<file path="config.mk">
export PLATFORM = sky130hd
export DESIGN_NAME = processor_run_controller_flat
export DESIGN_NICKNAME = d
export VERILOG_FILES = /design/src/rtl/processor_run_controller_if.sv /design/src/rtl/processor_run_controller.sv /design/src/flat_wrapper.sv
export SDC_FILE = /design/constraint.sdc
export NUM_CORES = 1
export LEC_CHECK = 0
export CAP_MARGIN = 5
export CORE_AREA = 2 2 103 205
export DETAILED_ROUTE_END_ITERATION = 7
export DIE_AREA = 0 0 105 207
export DONT_BUFFER_PORTS = 1
export GPL_ROUTABILITY_DRIVEN = 0
export PLACE_DENSITY = 0.61
export SLEW_MARGIN = 15
export SYNTH_ARGS = -nofsm -noshare
export SYNTH_HDL_FRONTEND = slang
export SYNTH_SLANG_ARGS = --single-unit
</file>
<file path="constraint.sdc">
create_clock -name clk -period 10.2 [get_ports clk]
set_input_delay 3.06 -clock clk [delete_from_list [all_inputs] [get_ports clk]]
set_output_delay 3.06 -clock clk [all_outputs]
set_load 0.01 [all_outputs]
</file>
<file path="src/rtl/processor_run_controller_if.sv">
// processor_run_controller_if: run request, core observation and run status between a host and the controller
interface processor_run_controller_if #(
  parameter int PC_WIDTH = 32,
  parameter int CNT_WIDTH = 32
);
  logic start;
  logic [PC_WIDTH-1:0] pc_in;
  logic halt_in;
  logic core_reset;
  logic running;
  logic done;
  logic timeout;
  logic [CNT_WIDTH-1:0] cycle_count;
  logic [PC_WIDTH-1:0] final_pc;
  modport master (
    output start, pc_in, halt_in,
    input core_reset, running, done, timeout, cycle_count, final_pc
  );
  modport slave (
    input start, pc_in, halt_in,
    output core_reset, running, done, timeout, cycle_count, final_pc
  );
endinterface

</file>
<file path="src/rtl/processor_run_controller.sv">
// processor_run_controller: holds the core in reset, runs it, and stops on halt, PC self-loop or cycle budget
module processor_run_controller #(
  parameter int PC_WIDTH = 32,
  parameter int CNT_WIDTH = 32,
  parameter int RESET_CYCLES = 2,
  parameter int MAX_CYCLES = 100,
  parameter int STALL_LIMIT = 4
) (
  input logic clk,
  input logic reset,
  processor_run_controller_if.slave bus
);
  localparam int HW = RESET_CYCLES > 1 ? $clog2(RESET_CYCLES) : 1;
  localparam logic [HW-1:0] HOLD_LOAD = HW'(RESET_CYCLES - 1);
  localparam logic [CNT_WIDTH-1:0] ONE = CNT_WIDTH'(1);
  localparam logic [CNT_WIDTH-1:0] MAX_CNT = CNT_WIDTH'(MAX_CYCLES);
  localparam logic [CNT_WIDTH-1:0] STALL_CNT = CNT_WIDTH'(STALL_LIMIT);
  typedef enum logic [2:0] {IDLE, RESET_HOLD, RUN, DONE, TIMEOUT} state_t;
  state_t state;
  logic [HW-1:0] hold_cnt;
  logic [CNT_WIDTH-1:0] stall_cnt;
  logic [CNT_WIDTH-1:0] stall_next;
  logic [CNT_WIDTH-1:0] cnt_next;
  logic [PC_WIDTH-1:0] prev_pc;
  logic match;
  logic halt;
  logic restart;
  // decode of this RUN cycle: a zero cycle count marks the first RUN cycle, which can never match
  always_comb begin
    cnt_next = bus.cycle_count + ONE;
    match = bus.cycle_count != '0 && bus.pc_in == prev_pc;
    stall_next = match ? stall_cnt + ONE : '0;
    halt = bus.halt_in || (STALL_LIMIT != 0 && match && stall_next == STALL_CNT);
    restart = bus.start && (state == IDLE || state == DONE || state == TIMEOUT);
  end
  assign bus.core_reset = state == IDLE || state == RESET_HOLD;
  assign bus.running = state == RUN;
  // run sequencer with sticky status, cycle counter and PC captured on leaving RUN
  always_ff @(posedge clk or negedge reset) begin
    if (!reset) begin
      state <= IDLE;
      hold_cnt <= '0;
      stall_cnt <= '0;
      prev_pc <= '0;
      bus.done <= 1'b0;
      bus.timeout <= 1'b0;
      bus.cycle_count <= '0;
      bus.final_pc <= '0;
    end else if (restart) begin
      state <= RESET_HOLD;
      hold_cnt <= HOLD_LOAD;
      stall_cnt <= '0;
      prev_pc <= '0;
      bus.done <= 1'b0;
      bus.timeout <= 1'b0;
      bus.cycle_count <= '0;
      bus.final_pc <= '0;
    end else if (state == RESET_HOLD) begin
      state <= hold_cnt == '0 ? RUN : RESET_HOLD;
      hold_cnt <= hold_cnt - HW'(1);
    end else if (state == RUN) begin
      bus.cycle_count <= cnt_next;
      prev_pc <= bus.pc_in;
      stall_cnt <= stall_next;
      if (halt || cnt_next == MAX_CNT) begin
        state <= halt ? DONE : TIMEOUT;
        bus.done <= halt;
        bus.timeout <= !halt;
        bus.final_pc <= bus.pc_in;
      end
    end
  end
endmodule

</file>
<file path="src/flat_wrapper.sv">
// flat-port wrapper written by rule: the top's interface ports become plain ports
module processor_run_controller_flat 
#(
  parameter int PC_WIDTH = 32,
  parameter int CNT_WIDTH = 32,
  parameter int RESET_CYCLES = 2,
  parameter int MAX_CYCLES = 100,
  parameter int STALL_LIMIT = 4
)
  (clk, reset, bus_start, bus_pc_in, bus_halt_in, bus_core_reset, bus_running, bus_done, bus_timeout, bus_cycle_count, bus_final_pc);
  processor_run_controller_if #(.PC_WIDTH(PC_WIDTH), .CNT_WIDTH(CNT_WIDTH)) bus_i ();
  input logic clk;
  input logic reset;
  input wire logic [$bits(bus_i.start)-1:0] bus_start;
  input wire logic [$bits(bus_i.pc_in)-1:0] bus_pc_in;
  input wire logic [$bits(bus_i.halt_in)-1:0] bus_halt_in;
  output wire logic [$bits(bus_i.core_reset)-1:0] bus_core_reset;
  output wire logic [$bits(bus_i.running)-1:0] bus_running;
  output wire logic [$bits(bus_i.done)-1:0] bus_done;
  output wire logic [$bits(bus_i.timeout)-1:0] bus_timeout;
  output wire logic [$bits(bus_i.cycle_count)-1:0] bus_cycle_count;
  output wire logic [$bits(bus_i.final_pc)-1:0] bus_final_pc;
  assign bus_i.start = bus_start;
  assign bus_i.pc_in = bus_pc_in;
  assign bus_i.halt_in = bus_halt_in;
  assign bus_core_reset = bus_i.core_reset;
  assign bus_running = bus_i.running;
  assign bus_done = bus_i.done;
  assign bus_timeout = bus_i.timeout;
  assign bus_cycle_count = bus_i.cycle_count;
  assign bus_final_pc = bus_i.final_pc;
  processor_run_controller #(.PC_WIDTH(PC_WIDTH), .CNT_WIDTH(CNT_WIDTH), .RESET_CYCLES(RESET_CYCLES), .MAX_CYCLES(MAX_CYCLES), .STALL_LIMIT(STALL_LIMIT)) u_core (.clk(clk), .reset(reset), .bus(bus_i));
endmodule
</file>
# --- Word level (Yosys, flattened, before mapping) ---
# Index checks and enable logic that the tools add are counted.
word_totals:
  register_bits: 134
  input_bits: 36
  out_inout_bits: 68
  word_cells: 68
classes:
  addsub: 3
  n_eq_ne: 8
  muxes: 30
  reduce_logical: 19
ops:
  columns: ["cell", "n"]
  rows:
  - ["$mux W32", 14]
  - ["$add A32 B1 Y32 const B", 2]
  - ["$eq A32 B3 Y1 const B", 1]
  - ["$eq A32 B32 Y1", 1]
  - ["$eq A32 B7 Y1 const B", 1]
  - ["$reduce_bool A32 Y1", 1]
  - ["$mux W3", 5]
  - ["$mux W1", 10]
  - ["$eq A3 B2 Y1 const B", 2]
  - ["$reduce_bool A2 Y1", 3]
  - ["$reduce_bool A3 Y1", 2]
  - ["$logic_or A1 B1 Y1", 5]
  - ["$reduce_and A2 Y1", 2]
  - ["$eq A3 B1 Y1 const B", 1]
  - ["$eq A3 B3 Y1 const B", 1]
  - ["$logic_and A1 B1 Y1", 3]
  - ["$logic_not A3 Y1", 1]
  - ["$reduce_and A3 Y1", 1]
  - ["$mux W2", 1]
  - ["$ne A2 B1 Y1 const B", 1]
  - ["$logic_not A1 Y1", 1]
  - ["$sub A1 B1 Y1 const B", 1]

# --- Depth between registers and ports, before layout ---
# Gate-level depths: netlist (run 1).
logic_depth:
  word_depth: 11
  ltp_mapped: 12
  depth_no_buf: 10

# --- Worst setup path before layout (run 1) ---
# No wires, ideal clock.
synth_path:
  kind: "input-to-reg"
  from: "input port bus_pc_in[19]"
  to: "register u_core.state[1]"
  setup_time_ps: 126
  arrival_ps: 4910
  t_required_ps: 10074
  setup_slack_ps: 5164
  path_stages: 8
  path_buffers: 0
  path_cell_list: "xor2_1 nor4_1 nand4_1 nor2_1 nor2b_1 a2111oi_4 or2_2 a221o_1"
synth_between:
  elab_chain_cells: 11
  word_cells_on_any_way: 14
  classes_between: "2 x eq/ne; 6 x mux; 6 x reduce/logical"
synth_rtl:
  columns: ["item", "line_no", "source"]
  rows:
  - ["start: declaration", "flat_wrapper.sv:15", "input wire logic [$bits(bus_i.pc_in)-1:0] bus_pc_in;"]
  - ["$eq A32 B32 Y1 *", "processor_run_controller.sv:31", "match = bus.cycle_count != '0 && bus.pc_in == prev_pc;"]
  - ["$logic_and A1 B1 Y1 *", "processor_run_controller.sv:31", null]
  - ["$mux W32", "processor_run_controller.sv:32", "stall_next = match ? stall_cnt + ONE : '0;"]
  - ["$eq A32 B3 Y1", "processor_run_controller.sv:33", "halt = bus.halt_in || (STALL_LIMIT != 0 && match && stall_next == STALL_CNT);"]
  - ["$logic_and A1 B1 Y1 *", "processor_run_controller.sv:33", null]
  - ["$logic_or A1 B1 Y1 *", "processor_run_controller.sv:33", null]
  - ["$mux W3", "processor_run_controller.sv:66", "state <= halt ? DONE : TIMEOUT;"]
  - ["$mux W3", "processor_run_controller.sv:65", "if (halt || cnt_next == MAX_CNT) begin"]
  - ["$mux W3", "processor_run_controller.sv:61", "end else if (state == RUN) begin"]
  - ["$mux W3", "processor_run_controller.sv:58", "end else if (state == RESET_HOLD) begin"]
  - ["$mux W3", "processor_run_controller.sv:49", "end else if (restart) begin"]
  - ["end signal: assignment", "processor_run_controller.sv:59", "state <= hold_cnt == '0 ? RUN : RESET_HOLD;"]
  - ["end signal: assignment", "processor_run_controller.sv:66", null]
  - ["end: declaration", "processor_run_controller.sv:19", "state_t state;"]
# Mark *: on every way between the ends. The rest lies on a longest branch, timed or not. The select of a mux whose other input is x is not followed.
# A chain may end at the register's enable or synchronous reset.

# --- Worst setup path after layout (run 1) ---
layout_path:
  from: "input port bus_pc_in[17]"
  to: "register u_core.bus.final_pc[8]"
layout_between:
  elab_chain_cells: 9
layout_rtl:
  columns: ["item", "line_no", "source"]
  rows:
  - ["$eq A32 B32 Y1 *", "processor_run_controller.sv:31", null]
  - ["$logic_and A1 B1 Y1 *", "processor_run_controller.sv:31", null]
  - ["$mux W32", "processor_run_controller.sv:32", null]
  - ["$eq A32 B3 Y1", "processor_run_controller.sv:33", null]
  - ["$logic_and A1 B1 Y1 *", "processor_run_controller.sv:33", null]
  - ["$logic_or A1 B1 Y1 *", "processor_run_controller.sv:33", null]
  - ["$logic_or A1 B1 Y1 *", "processor_run_controller.sv:65", null]
  - ["$reduce_bool A2 Y1 (no source line) *", null, null]
  - ["$reduce_and A3 Y1 (no source line) *", null, null]
  - ["end signal: assignment", "processor_run_controller.sv:69", "bus.final_pc <= bus.pc_in;"]
  - ["end: declaration", "processor_run_controller_if.sv:21", "output core_reset, running, done, timeout, cycle_count, final_pc"]
# Mark *: on every way between the ends. The rest lies on a longest branch, timed or not.

==> parameters.txt, run 1 <==
Parameter                              Value

Worst hold path
  Terminating pin of the worst hold path    u_core.stall_cnt[31]
  Class of the worst hold path    flip-flop to flip-flop
  Hold Path Origin    u_core.stall_cnt[31]
  Worst hold path cell count    1

Route
  Remaining DRCs    0
  DR vias    about 7500
  Total wirelength of the detailed-routed design    around 24 mm
  Count of antenna-violating nets left after detailed routing    0
  Average vias per placed instance    about 6.3
  Drt pass-1 iters    5
  Final routed wire length divided by cell count    ~20 µm
  Iteration-0 DRC Markers    roughly 560

Worst setup path
  Launching element type of the critical path    input pin
  Sum of buffers and inverters on the critical path    0
  Data arrival, critical path    a little under 6000 ps
  Worst reg2reg path endpoint    u_core.bus.final_pc[8]
  Critical path required time    10540 ps
  CP max stage cell    sky130_fd_sc_hd__a21oi_4
  Crit path max-delay family    compound AO/OA/AOI/OAI gates
  Reg2reg path depth    9
  Cell Chain, Critical Path    xor2_1 -> nor4_1 -> nand4_1 -> nor2_1 -> nor2b_1 -> a2111oi_4 -> a21oi_4 -> o2bb2ai_1
  Crit Path Class    input pin to flip-flop
  R2R Path Start    u_core.stall_cnt[1]
  Max Fanout on Critical Path    32
  CP max stage delay    roughly 880 ps
  Capturing element type of the critical path    flip-flop
  FF-to-FF setup slack    6210 ps

Timing
  Max_slew headroom    around 29%
  Slew @ Worst Pin    1070 ps
  Setup repair after global routing missed its margin    no
  Clock tree skew after final layout    ~8.5 ps
  Hold Fails Final Rpt    0
  Sum of negative setup slack    0 ps
  Final critical path time including I/O delays and setup    between 5000 and 6000 ps
  Setup-violating endpoint count in the final report    0
  Final clock period utilization by the worst path    53.5%
  Max Slew Vio Count    0
  Fmax    ~180 MHz

Pwr
  Power per cell area    215 nW/µm²
  Worst-case vdd ir drop    approximately 140 µV
  Lkg Pwr    3.50 nW

Cells and area
  Ratio of cells with drive above 1 in the final layout    under 10%
  Number of nets at the end of the flow    between 900 and 1000
  Multi-input combinational cell area    between 4000 and 5000 µm²
  Most common cell after layout, fill and taps aside    sky130_fd_sc_hd__dfrtp_1
  Synth-to-Final Area Change    7.02%
  Final core occ    44.1%
  Flip-flop and latch area    around 3400 µm²
  Most used cells in the layout excluding fill and tap cells    134 x sky130_fd_sc_hd__dfrtp_1, 130 x sky130_fd_sc_hd__nand2_1, 118 x sky130_fd_sc_hd__o21ai_0
  Filler instances    approximately 2000

Logic synthesis
  Biggest area contributors in the synthesized netlist    sky130_fd_sc_hd__dfrtp_1 40%, sky130_fd_sc_hd__o21ai_0 7.1%, sky130_fd_sc_hd__nand2_1 5.9%
  Share of Yosys cell area claimed by the top area cell type    around two fifths
  Number of instances in the synthesized netlist    about 960
  Xor and xnor area share after synthesis    under 10%
  Multiplexer fraction of the synthesized cell area    less than 1%
  Yosys synthesis warning count    0
  Number of flops mapped to enable cells by yosys    0
  Predominant post-synthesis flop cell    sky130_fd_sc_hd__dfrtp_1
  Part of the Yosys area used for sequential elements    between 40 and 50%
  Flip-flop and latch count after synthesis    about 130
  Post-Synth Adder-Cell Area    less than 1%
  Fraction of registers with async set or reset after synthesis    100%
  Post-synthesis average cell area    roughly 8.6 µm²
  Complex-gate fraction of the synthesized area    a little over a fifth
  Largest family of logic cells by synthesized area    simple AND/OR/NAND/NOR gates
  Yosys top cell by area    sky130_fd_sc_hd__dfrtp_1
  Post-synthesis cell area    about 8300 µm²
  Synthesized Nets    1001
  Simple-Gate Fraction of Synth Area    about a quarter
  Number of distinct standard cells referenced by the synthesized netlist    69

CTS
  Number of buffers created by CTS    17
  Clock-pin slew on the worst setup and hold paths    roughly 60 ps
  Buffer count from post-CTS setup fixing    0
  Clock tree root driver cell    sky130_fd_sc_hd__clkbuf_16
  Quantity of hold-fixing buffers added after cts    0
  Post-CTS Resized    0
  Skew-Pair Late Insertion Delay    430 ps
  TritonCTS clock tree    done
  CTS H-tree lvls    4
  Number of buffers on the longest clock path    2
  Clock net sink count    about 130

Global routing
  Total global routing track utilization    22.1%
  Initial antenna violation count    1
  Number of global-route vias before repair    just over 7000
  Congestion Overflow GR    0
  Maximum number of pins on one net before global-route repair    roughly 140
  Wire length of the first global-routing pass    roughly 40 mm

Floorplan
  Floorplan die area    21700 µm²
  Ports placed on the boundary    around 100
  Die height    ~210 µm
  Die width    between 100 and 150 µm
  Initial Utilization    between 40% and 50%
  Placeable core region    20200 µm²
  Std cell rows    74

Placed design
  HPWL after detailed placement    approximately 15 mm
  Number of I/O port buffers    0

Flow run
  Max-cap viol count    0

Status
  Run status    finished clean
[layer usage]
layer  wire length (µm)  track usage (%)
met3               2230             7.24
met2              11100             35.1
met1              10100             28.9
met4                375             6.21
met5                  0                0
[sequential cells by signal (all words and copies together) (netlist names)]
| name | flops |
|---|---|
| u_core.bus.cycle_count | 32 |
| u_core.hold_cnt | 1 |
| u_core.prev_pc | 32 |
| u_core.bus.timeout | 1 |
| u_core.bus.done | 1 |
| u_core.bus.final_pc | 32 |
| u_core.state | 3 |
| u_core.stall_cnt | 32 |
[metrics by stage]
| stage | hold slack [ps] | cells | worst slack (ps) | total power [W] | area [µm²] |
|---|---|---|---|---|---|
| detailed placement | 513 | 1156 | 4290 | 0.00129 | 8300 |
| finish | 517 | 1189 | 4740 | 0.00192 | 8900 |
| CTS | 521 | 1188 | 4730 | 0.00193 | 8900 |
| floorplan | 482 | 962 | 5160 | 0.00114 | 8320 |
| global route | 553 | 1189 | 4620 | 0.00202 | 8900 |
| global placement | 503 | 1156 | 4380 | 0.00128 | 8300 |
[synth_stat cells (3+ instances only)]
cell type                   instances
sky130_fd_sc_hd__xnor2_1            7
sky130_fd_sc_hd__xor2_1            43
sky130_fd_sc_hd__o2bb2ai_1         25
sky130_fd_sc_hd__o21ai_0          118
sky130_fd_sc_hd__nand4_1           42
sky130_fd_sc_hd__dfrtp_1          134
sky130_fd_sc_hd__and2_1            41
sky130_fd_sc_hd__nor2b_1            3
sky130_fd_sc_hd__nor4_1            25
sky130_fd_sc_hd__inv_1             12
sky130_fd_sc_hd__nor2_1            37
sky130_fd_sc_hd__ha_1               3
sky130_fd_sc_hd__and4_1            12
sky130_fd_sc_hd__or2_2              4
sky130_fd_sc_hd__nand4b_1           3
sky130_fd_sc_hd__a21oi_1           29
sky130_fd_sc_hd__nand2_1          130
sky130_fd_sc_hd__o41ai_1           12
sky130_fd_sc_hd__o22ai_1            4
sky130_fd_sc_hd__and3_1            19
sky130_fd_sc_hd__o31a_1             3
sky130_fd_sc_hd__clkbuf_1          58
sky130_fd_sc_hd__o31ai_1           22
sky130_fd_sc_hd__o2111ai_1          4
sky130_fd_sc_hd__a211oi_1           4
sky130_fd_sc_hd__nor3b_1            3
sky130_fd_sc_hd__o211ai_1           4
sky130_fd_sc_hd__a31oi_1           18
sky130_fd_sc_hd__buf_6             17
sky130_fd_sc_hd__nor4b_1            4
sky130_fd_sc_hd__o2bb2ai_2          7
sky130_fd_sc_hd__nor3_1            19
sky130_fd_sc_hd__nand2b_1           5
sky130_fd_sc_hd__or3_1              8
sky130_fd_sc_hd__or4_1             10
sky130_fd_sc_hd__nand3_1           31
sky130_fd_sc_hd__buf_1              3
[how the worst max path moves through the flow]
stage	cells after the start	start	to	slack, ps
3_5_place_dp	8	bus_pc_in[6]	u_core.bus.final_pc[4]	4290
4_1_cts	8	bus_pc_in[6]	u_core.bus.final_pc[8]	4730
3_3_place_gp	8	bus_pc_in[6]	u_core.bus.final_pc[6]	4380
6_report	8	bus_pc_in[17]	u_core.bus.final_pc[8]	4740
5_1_grt	8	bus_pc_in[3]	u_core.bus.final_pc[8]	4620
2_1_floorplan	8	bus_pc_in[19]	u_core.state[1]	5160
[worst reg2reg max path, cell delays in order (launching register included)]
cell and delay (ps):
sky130_fd_sc_hd__dfrtp_1 420, sky130_fd_sc_hd__ha_1 370, sky130_fd_sc_hd__nand3_1 190, sky130_fd_sc_hd__nor4_2 640
sky130_fd_sc_hd__and4_1 280, sky130_fd_sc_hd__o211ai_1 110, sky130_fd_sc_hd__or4b_4 560, sky130_fd_sc_hd__a2111oi_4 620
sky130_fd_sc_hd__a21oi_4 380, sky130_fd_sc_hd__o2bb2ai_1 280
[where the power goes]
part / switching [W] / internal, W
Sequential: 0.000144 / 0.000658
Clock: 0.000256 / 0.000377
Combinational: 0.000307 / 0.000175
Total: 0.000707 / 0.00121
[cell families (layout without fill, tap and decap cells)]
kind of cell / after synthesis / in the layout
AO/OA/AOI/OAI: 273 / 273
XOR/XNOR: 50 / 50
adder cells (fa/ha/maj): 3 / 3
buffers and inverters: 93 / 53
flip-flops: 134 / 134
multiplexers: 3 / 3
other: 0 / 1
AND/OR/NAND/NOR: 406 / 406
[final cells by class]
class | instances | share of cell area (%)
diodes | 1 | 0.0281
clock buffers | 20 | 5.13
clock inverters | 12 | 1.59
inverters | 12 | 0.506
multi-input cells | 735 | 50.6
flip-flops and latches | 134 | 37.7
well taps | 266 | 3.74
repair buffers | 9 | 0.759
(Power assumes the default switching activity.)
==> inputs of run 2 (changes only) <==
clock period = 5.2 ns   (was 10.2 ns; I/O delays follow)
==> run 2 against run 1 <==
  * Largest cell class unchanged
  * Critical endpoint is now u_core.bus.final_pc[9]
  * Critical path depth is 2 higher
  * Clock skew up 0.99 ps
  * Die area stayed put
==> parameters.txt, run 2 (synthesized netlist as in run 1, its figures left out) <==
Parameter                              Value

Status
  Run status    finished clean (unchanged)

Cells and area
  Most used cells in the layout excluding fill and tap cells    134 x sky130_fd_sc_hd__dfrtp_1, 130 x sky130_fd_sc_hd__nand2_1, 118 x sky130_fd_sc_hd__o21ai_0 (unchanged)
  Filler instances    2015 (was 2042)
  Total inserted antenna cells    0 (was 1)
  Number of nets at the end of the flow    951 (was 948)
  Ratio of cells with drive above 1 in the final layout    7.25% (was 7.16%)
  Final core occ    44.1% (about the same)
  Synth-to-Final Area Change    6.98% (was 7.02%)
  Most common cell after layout, fill and taps aside    sky130_fd_sc_hd__dfrtp_1 (unchanged)

Pwr
  Comb power frac    25.3% (was 25.1%)
  Clock network power share    32.3% (was 33.0%)
  Net Sw Frac    36.8% (was 36.9%)
  Internal power    0.00235 W (was 0.00121 W)
  Seq pwr share    42.4% (was 41.8%)
  Power per cell area    418 nW/µm² (was 215 nW/µm²)
  Worst-case vdd ir drop    258 µV (was 143 µV)
  Switching power    0.00137 W (was 0.000707 W)
  Lkg Pwr    3.50 nW (about the same)

Worst setup path
  Max Fanout on Critical Path    32 (unchanged)
  Worst reg2reg path endpoint    u_core.bus.final_pc[9] (was u_core.bus.final_pc[8])
  Crit Path Class    flip-flop to flip-flop (was input pin to flip-flop)
  Capturing element type of the critical path    flip-flop (unchanged)
  FF-to-FF setup slack    1280 ps (was 6210 ps)
  R2R Path Start    u_core.stall_cnt[1] (unchanged)
  Critical path origin    u_core.stall_cnt[1] (was bus_pc_in[17])
  Data arrival, critical path    4220 ps (was 5800 ps)
  Reg2reg path depth    10 (was 9)
  Endpoint of the most critical setup path    u_core.bus.final_pc[9] (was u_core.bus.final_pc[8])
  Critical path required time    5500 ps (was 10540 ps)
  Launching element type of the critical path    flip-flop (was input pin)

Placed design
  HPWL after detailed placement    15.6 mm (was 15.4 mm)
  Number of I/O port buffers    0 (unchanged)

Global routing
  Met2 demand-to-capacity share in global routing    33.3% (was 35.1%)
  Number of global-route vias before repair    7283 (was 7196)
  Maximum number of pins on one net before global-route repair    135 (unchanged)
  Congestion Overflow GR    0 (unchanged)
  Wire length of the first global-routing pass    39.3 mm (was 38.9 mm)
  Global route hottest layer    met2 (unchanged)
  Total global routing track utilization    22.4% (was 22.1%)
  Global-route track usage on met1    30.1% (was 28.9%)
  Initial antenna violation count    0 (was 1)
  Met3 Resource Use GR    7.65% (was 7.24%)

Floorplan
  Placeable core region    20200 µm² (unchanged)
  Floorplan die area    21700 µm² (unchanged)
  Std cell rows    74 (unchanged)
  Initial Utilization    41.2% (unchanged)
  Die height    207 µm (unchanged)
  Ports placed on the boundary    104 (unchanged)
  Die width    105 µm (unchanged)

CTS
  TritonCTS clock tree    done (unchanged)
  Clock-pin slew on the worst setup and hold paths    60 ps (about the same)
  Post-CTS Resized    0 (unchanged)
  Clock net sink count    134 (unchanged)
  Clock tree root driver cell    sky130_fd_sc_hd__clkbuf_16 (unchanged)
  Number of buffers created by CTS    17 (unchanged)
  Quantity of hold-fixing buffers added after cts    0 (unchanged)
  Number of buffers on the longest clock path    2 (unchanged)
  Buffer count from post-CTS setup fixing    0 (unchanged)
  CTS H-tree lvls    4 (unchanged)
  Skew-Pair Late Insertion Delay    440 ps (was 430 ps)

Route
  DR vias    7407 (was 7490)
  Average vias per placed instance    6.22 (was 6.30)
  Total wirelength of the detailed-routed design    24.0 mm (was 23.9 mm)
  Iteration-0 DRC Markers    515 (was 555)
  Final routed wire length divided by cell count    20.1 µm (about the same)
  Count of antenna-violating nets left after detailed routing    0 (unchanged)
  Remaining DRCs    0 (unchanged)
  Drt pass-1 iters    5 (unchanged)

Timing
  Fmax    roughly 260 MHz
  Setup repair after global routing missed its margin    no (unchanged)
  Hold Fails Final Rpt    0 (unchanged)
  Max Slew Vio Count    0 (unchanged)
  Final clock period utilization by the worst path    approximately three quarters
  Final critical path time including I/O delays and setup    around 3900 ps
  Slew @ Worst Pin    858 ps (was 1070 ps)
  Max_slew headroom    42.3% (was 28.7%)
  Sum of negative setup slack    0 ps (unchanged)
  Setup-violating endpoint count in the final report    0 (unchanged)
  Clock tree skew after final layout    9.45 ps (was 8.46 ps)

Flow run
  Max-cap viol count    0 (unchanged)

Worst hold path
  Class of the worst hold path    flip-flop to flip-flop (unchanged)
## run 2: changes by cell type in the layout (fill, tap and decap cells not counted), sizes merged
cell	before	now
buf	9	12
diode	1	0
inv	17	13
clkinvlp	2	3
clkinv	3	5
## run 2: power by group through the flow
stage	clock, W	combinational, W	sequential [W]
floorplan	0	0.000738	0.00150
global placement	0	0.000924	0.00159
detailed placement	0	0.000954	0.00158
CTS	0.00122	0.000949	0.00158
global route	0.00126	0.00105	0.00161
finish	0.00120	0.000942	0.00158
## run 2: how the worst min path moves through the flow
stage                                 to  cells past startpoint            startpoint
detailed placement  u_core.stall_cnt[31]                      1  u_core.stall_cnt[31]
global route        u_core.stall_cnt[27]                      1  u_core.stall_cnt[27]
finish              u_core.stall_cnt[27]                      1  u_core.stall_cnt[27]
global placement    u_core.stall_cnt[31]                      1  u_core.stall_cnt[31]
CTS                 u_core.stall_cnt[31]                      1  u_core.stall_cnt[31]
floorplan           u_core.stall_cnt[31]                      1  u_core.stall_cnt[31]
## run 2: critical path, cell delays in order (launching register included)
cell                        delay [ps]
sky130_fd_sc_hd__dfrtp_1           420
sky130_fd_sc_hd__ha_1              380
sky130_fd_sc_hd__nand3_1           180
sky130_fd_sc_hd__or4_4             530
sky130_fd_sc_hd__nor3_1            270
sky130_fd_sc_hd__xor2_1            140
sky130_fd_sc_hd__or4b_4            580
sky130_fd_sc_hd__a2111oi_4         670
sky130_fd_sc_hd__a21oi_4           100
sky130_fd_sc_hd__buf_4             280
sky130_fd_sc_hd__o2bb2ai_1         190
## run 2: cell type report
type	count	area (µm²)	share of cell area [%]
well taps	266	333	3.74
multi-input cells	735	4510	50.6
clock buffers	20	447	5.02
inverters	12	45.0	0.506
flip-flops and latches	134	3350	37.7
clock inverters	11	128	1.43
repair buffers	12	90.1	1.01
## run 2: routing by layer
metal / vias up / wire length (µm)
met3: 43 / 2260
li1: 3470 / -
met2: 298 / 10900
met1: 3596 / 10200
met5: - / 0
met4: 0 / 553
## run 2: through the flow
| step | cells | hold WS, ps | setup WS, ps | total power (W) | cell area, µm² |
|---|---|---|---|---|---|
| final | 1190 | 535 | 1280 | 0.00372 | 8900 |
| after global placement | 1159 | 503 | 1210 | 0.00251 | 8330 |
| after detailed placement | 1159 | 519 | 1100 | 0.00254 | 8330 |
| after global routing | 1190 | 553 | 1020 | 0.00393 | 8900 |
| after floorplan | 962 | 482 | 1660 | 0.00224 | 8320 |
| after CTS | 1190 | 528 | 1270 | 0.00374 | 8900 |
==> inputs of run 3 (changes only) <==
clock period = 3.7 ns   (was 5.2 ns; I/O delays follow)
==> run 3 against run 2 <==
  * Clock skew increased by 0.67 ps
  * Via count increased by 2.2%
  * Clock-buffer cell count is 2 lower
  * Non-clock buffer count grew 30
  * First-iteration DRC count grew 22%
  * Worst setup slack worse by 990 ps
  * Utilization up 1.4 points
  * Final cell count increased by 2.5%
  * Combinational power increased by 45%
  * Critical path depth is 1 lower
  * Die area stayed put
==> parameters.txt, run 3 (synthesized netlist as in run 1, its figures left out) <==
Parameter                              Value

Route
  Total wirelength of the detailed-routed design    24.1 mm (was 24.0 mm)
  Remaining DRCs    0 (unchanged)
  Average vias per placed instance    6.21 (was 6.22)
  DR vias    7573 (was 7407)
  Iteration-0 DRC Markers    629 (was 515)
  Count of antenna-violating nets left after detailed routing    0 (unchanged)
  Final routed wire length divided by cell count    19.8 µm (was 20.1 µm)
  Drt pass-1 iters    5 (unchanged)

Global routing
  Global-route track usage on met1    29.8% (was 30.1%)
  Global route hottest layer    met2 (unchanged)
  Met3 Resource Use GR    7.87% (was 7.65%)
  Met2 demand-to-capacity share in global routing    33.7% (was 33.3%)
  Total global routing track utilization    22.3% (was 22.4%)
  Maximum number of pins on one net before global-route repair    135 (unchanged)
  Congestion Overflow GR    0 (unchanged)
  Number of global-route vias before repair    7058 (was 7283)
  Initial antenna violation count    0 (unchanged)
  Wire length of the first global-routing pass    38.9 mm (was 39.3 mm)

Worst setup path
  Launching element type of the critical path    flip-flop (unchanged)
  Most Frequent Cell on Critical Path    sky130_fd_sc_hd__nand3_1
  CP max stage delay    560 ps (was 670 ps)
  CP max stage cell    sky130_fd_sc_hd__dfrtp_1 (was sky130_fd_sc_hd__a2111oi_4)
  Crit path max-delay family    simple AND/OR/NAND/NOR gates (unchanged)
  Capturing element type of the critical path    flip-flop (unchanged)
  Data arrival, critical path    3720 ps (was 4220 ps)
  Critical path required time    4010 ps (was 5500 ps)
  Worst reg2reg path endpoint    u_core.bus.final_pc[17] (was u_core.bus.final_pc[9])
  FF-to-FF setup slack    290 ps (was 1280 ps)
  Crit Path Class    flip-flop to flip-flop (unchanged)
  Sum of buffers and inverters on the critical path    0 (was 1)
  Cell Chain, Critical Path    ha_1 -> and4_1 -> nand3_1 -> or4_1 -> a22oi_1 -> nand3_1 -> o31ai_4 -> a21oi_4 -> o2bb2ai_1 (was ha_1 -> nand3_1 -> or4_4 -> nor3_1 -> xor2_1 -> or4b_4 -> a2111oi_4 -> a21oi_4 -> buf_4 -> o2bb2ai_1)
  Reg2reg path depth    9 (was 10)
  Max Fanout on Critical Path    16 (was 32)
  R2R Path Start    u_core.bus.cycle_count[0] (was u_core.stall_cnt[1])

Timing
  Final critical path time including I/O delays and setup    3410 ps (was 3920 ps)
  Setup-violating endpoint count in the final report    0 (unchanged)
  Clock tree skew after final layout    10.1 ps (was 9.45 ps)
  Max Slew Vio Count    0 (unchanged)
  Worst hold slack    378 ps (was 535 ps)
  Fmax    293 MHz (was 255 MHz)
  Max_slew headroom    47.8% (was 42.3%)
  Sum of negative setup slack    0 ps (unchanged)
  Final clock period utilization by the worst path    92.2% (was 75.3%)
  Slew @ Worst Pin    784 ps (was 858 ps)
  Setup repair after global routing missed its margin    no (unchanged)
  Hold Fails Final Rpt    0 (unchanged)

Cells and area
  Post-route design area    9190 µm² (was 8900 µm²)
  Filler instances    2005 (was 2015)
  Synth-to-Final Area Change    10.4% (was 6.98%)
  Most common cell after layout, fill and taps aside    sky130_fd_sc_hd__dfrtp_1 (unchanged)
  Number of nets at the end of the flow    982 (was 951)
  Most used cells in the layout excluding fill and tap cells    134 x sky130_fd_sc_hd__dfrtp_1, 130 x sky130_fd_sc_hd__nand2_1, 118 x sky130_fd_sc_hd__o21ai_0 (unchanged)
  Final core occ    45.5% (was 44.1%)
  Total inserted antenna cells    0 (unchanged)
  Ratio of cells with drive above 1 in the final layout    10.5% (was 7.25%)

CTS
  TritonCTS clock tree    done (unchanged)
  CTS H-tree lvls    4 (unchanged)
  Number of buffers on the longest clock path    2 (unchanged)
  Skew-Pair Late Insertion Delay    430 ps (was 440 ps)
  Clock-pin slew on the worst setup and hold paths    60 ps (about the same)
  Clock tree root driver cell    sky130_fd_sc_hd__clkbuf_16 (unchanged)
  Number of buffers created by CTS    17 (unchanged)
  Clock net sink count    134 (unchanged)
  Quantity of hold-fixing buffers added after cts    0 (unchanged)

Floorplan
  Std cell rows    74 (unchanged)
  Placeable core region    20200 µm² (unchanged)
  Die height    207 µm (unchanged)
  Initial Utilization    41.2% (unchanged)
  Die width    105 µm (unchanged)
  Floorplan die area    21700 µm² (unchanged)
  Ports placed on the boundary    104 (unchanged)

Pwr
  Power per cell area    576 nW/µm² (was 418 nW/µm²)
  Worst-case vdd ir drop    352 µV (was 258 µV)
  Lkg Pwr    3.68 nW (was 3.50 nW)
  Total Power    0.00529 W (was 0.00372 W)

Worst hold path
  Class of the worst hold path    input pin to async pin (was flip-flop to flip-flop)

Placed design
  HPWL after detailed placement    16.1 mm (was 15.6 mm)
  Post-placement cell area    8550 µm² (was 8330 µm²)
  Number of I/O port buffers    0 (unchanged)

Status
  Run status    finished clean (unchanged)

Flow run
  Max-cap viol count    0 (unchanged)
-- run 3: metal layers --
| metal | part of all wire [%] | wire length (µm) |
|---|---|---|
| met1 | 43 | 10300 |
| met2 | 46 | 11100 |
| met3 | 9.2 | 2220 |
| met4 | 2.1 | 515 |
| met5 | 0 | 0 |
-- run 3: cell type report --
class	count	area, µm²	share of cell area [%]
clock buffers	18	429	4.67
well taps	266	333	3.62
multi-input cells	736	4540	49.4
repair buffers	42	328	3.57
flip-flops and latches	134	3350	36.5
clock inverters	12	155	1.69
inverters	12	45.0	0.490
-- run 3: worst max-delay path by stage --
stage / slack [ps] / cells past startpoint / startpoint / end
final: 290 / 9 / u_core.bus.cycle_count[0] / u_core.bus.final_pc[17]
after floorplan: 460 / 11 / u_core.stall_cnt[1] / u_core.state[1]
after CTS: 40 / 9 / u_core.stall_cnt[0] / u_core.bus.final_pc[7]
after global routing: 110 / 9 / u_core.bus.cycle_count[0] / u_core.bus.final_pc[7]
after detailed placement: 2 / 8 / bus_pc_in[9] / u_core.bus.final_pc[21]
after global placement: 60 / 8 / bus_pc_in[9] / u_core.bus.final_pc[6]
-- run 3: timing repair --
action                     4_1_cts  5_1_grt
gates resized for setup          0        4
buffers inserted                 0        2
setup endpoints to repair        0       32
-- run 3: where the power goes --
| part | switching, W | internal (W) |
|---|---|---|
| clock | 0.000672 | 0.00105 |
| combinational | 0.000866 | 0.000502 |
| sequential | 0.000388 | 0.00182 |
-- run 3: stage by stage --
step | std cells | worst slack, ps
floorplan | 962 | 461
global placement | 1187 | 60.3
detailed placement | 1187 | 1.68
CTS | 1217 | 40.7
global route | 1220 | 110
finish | 1220 | 289
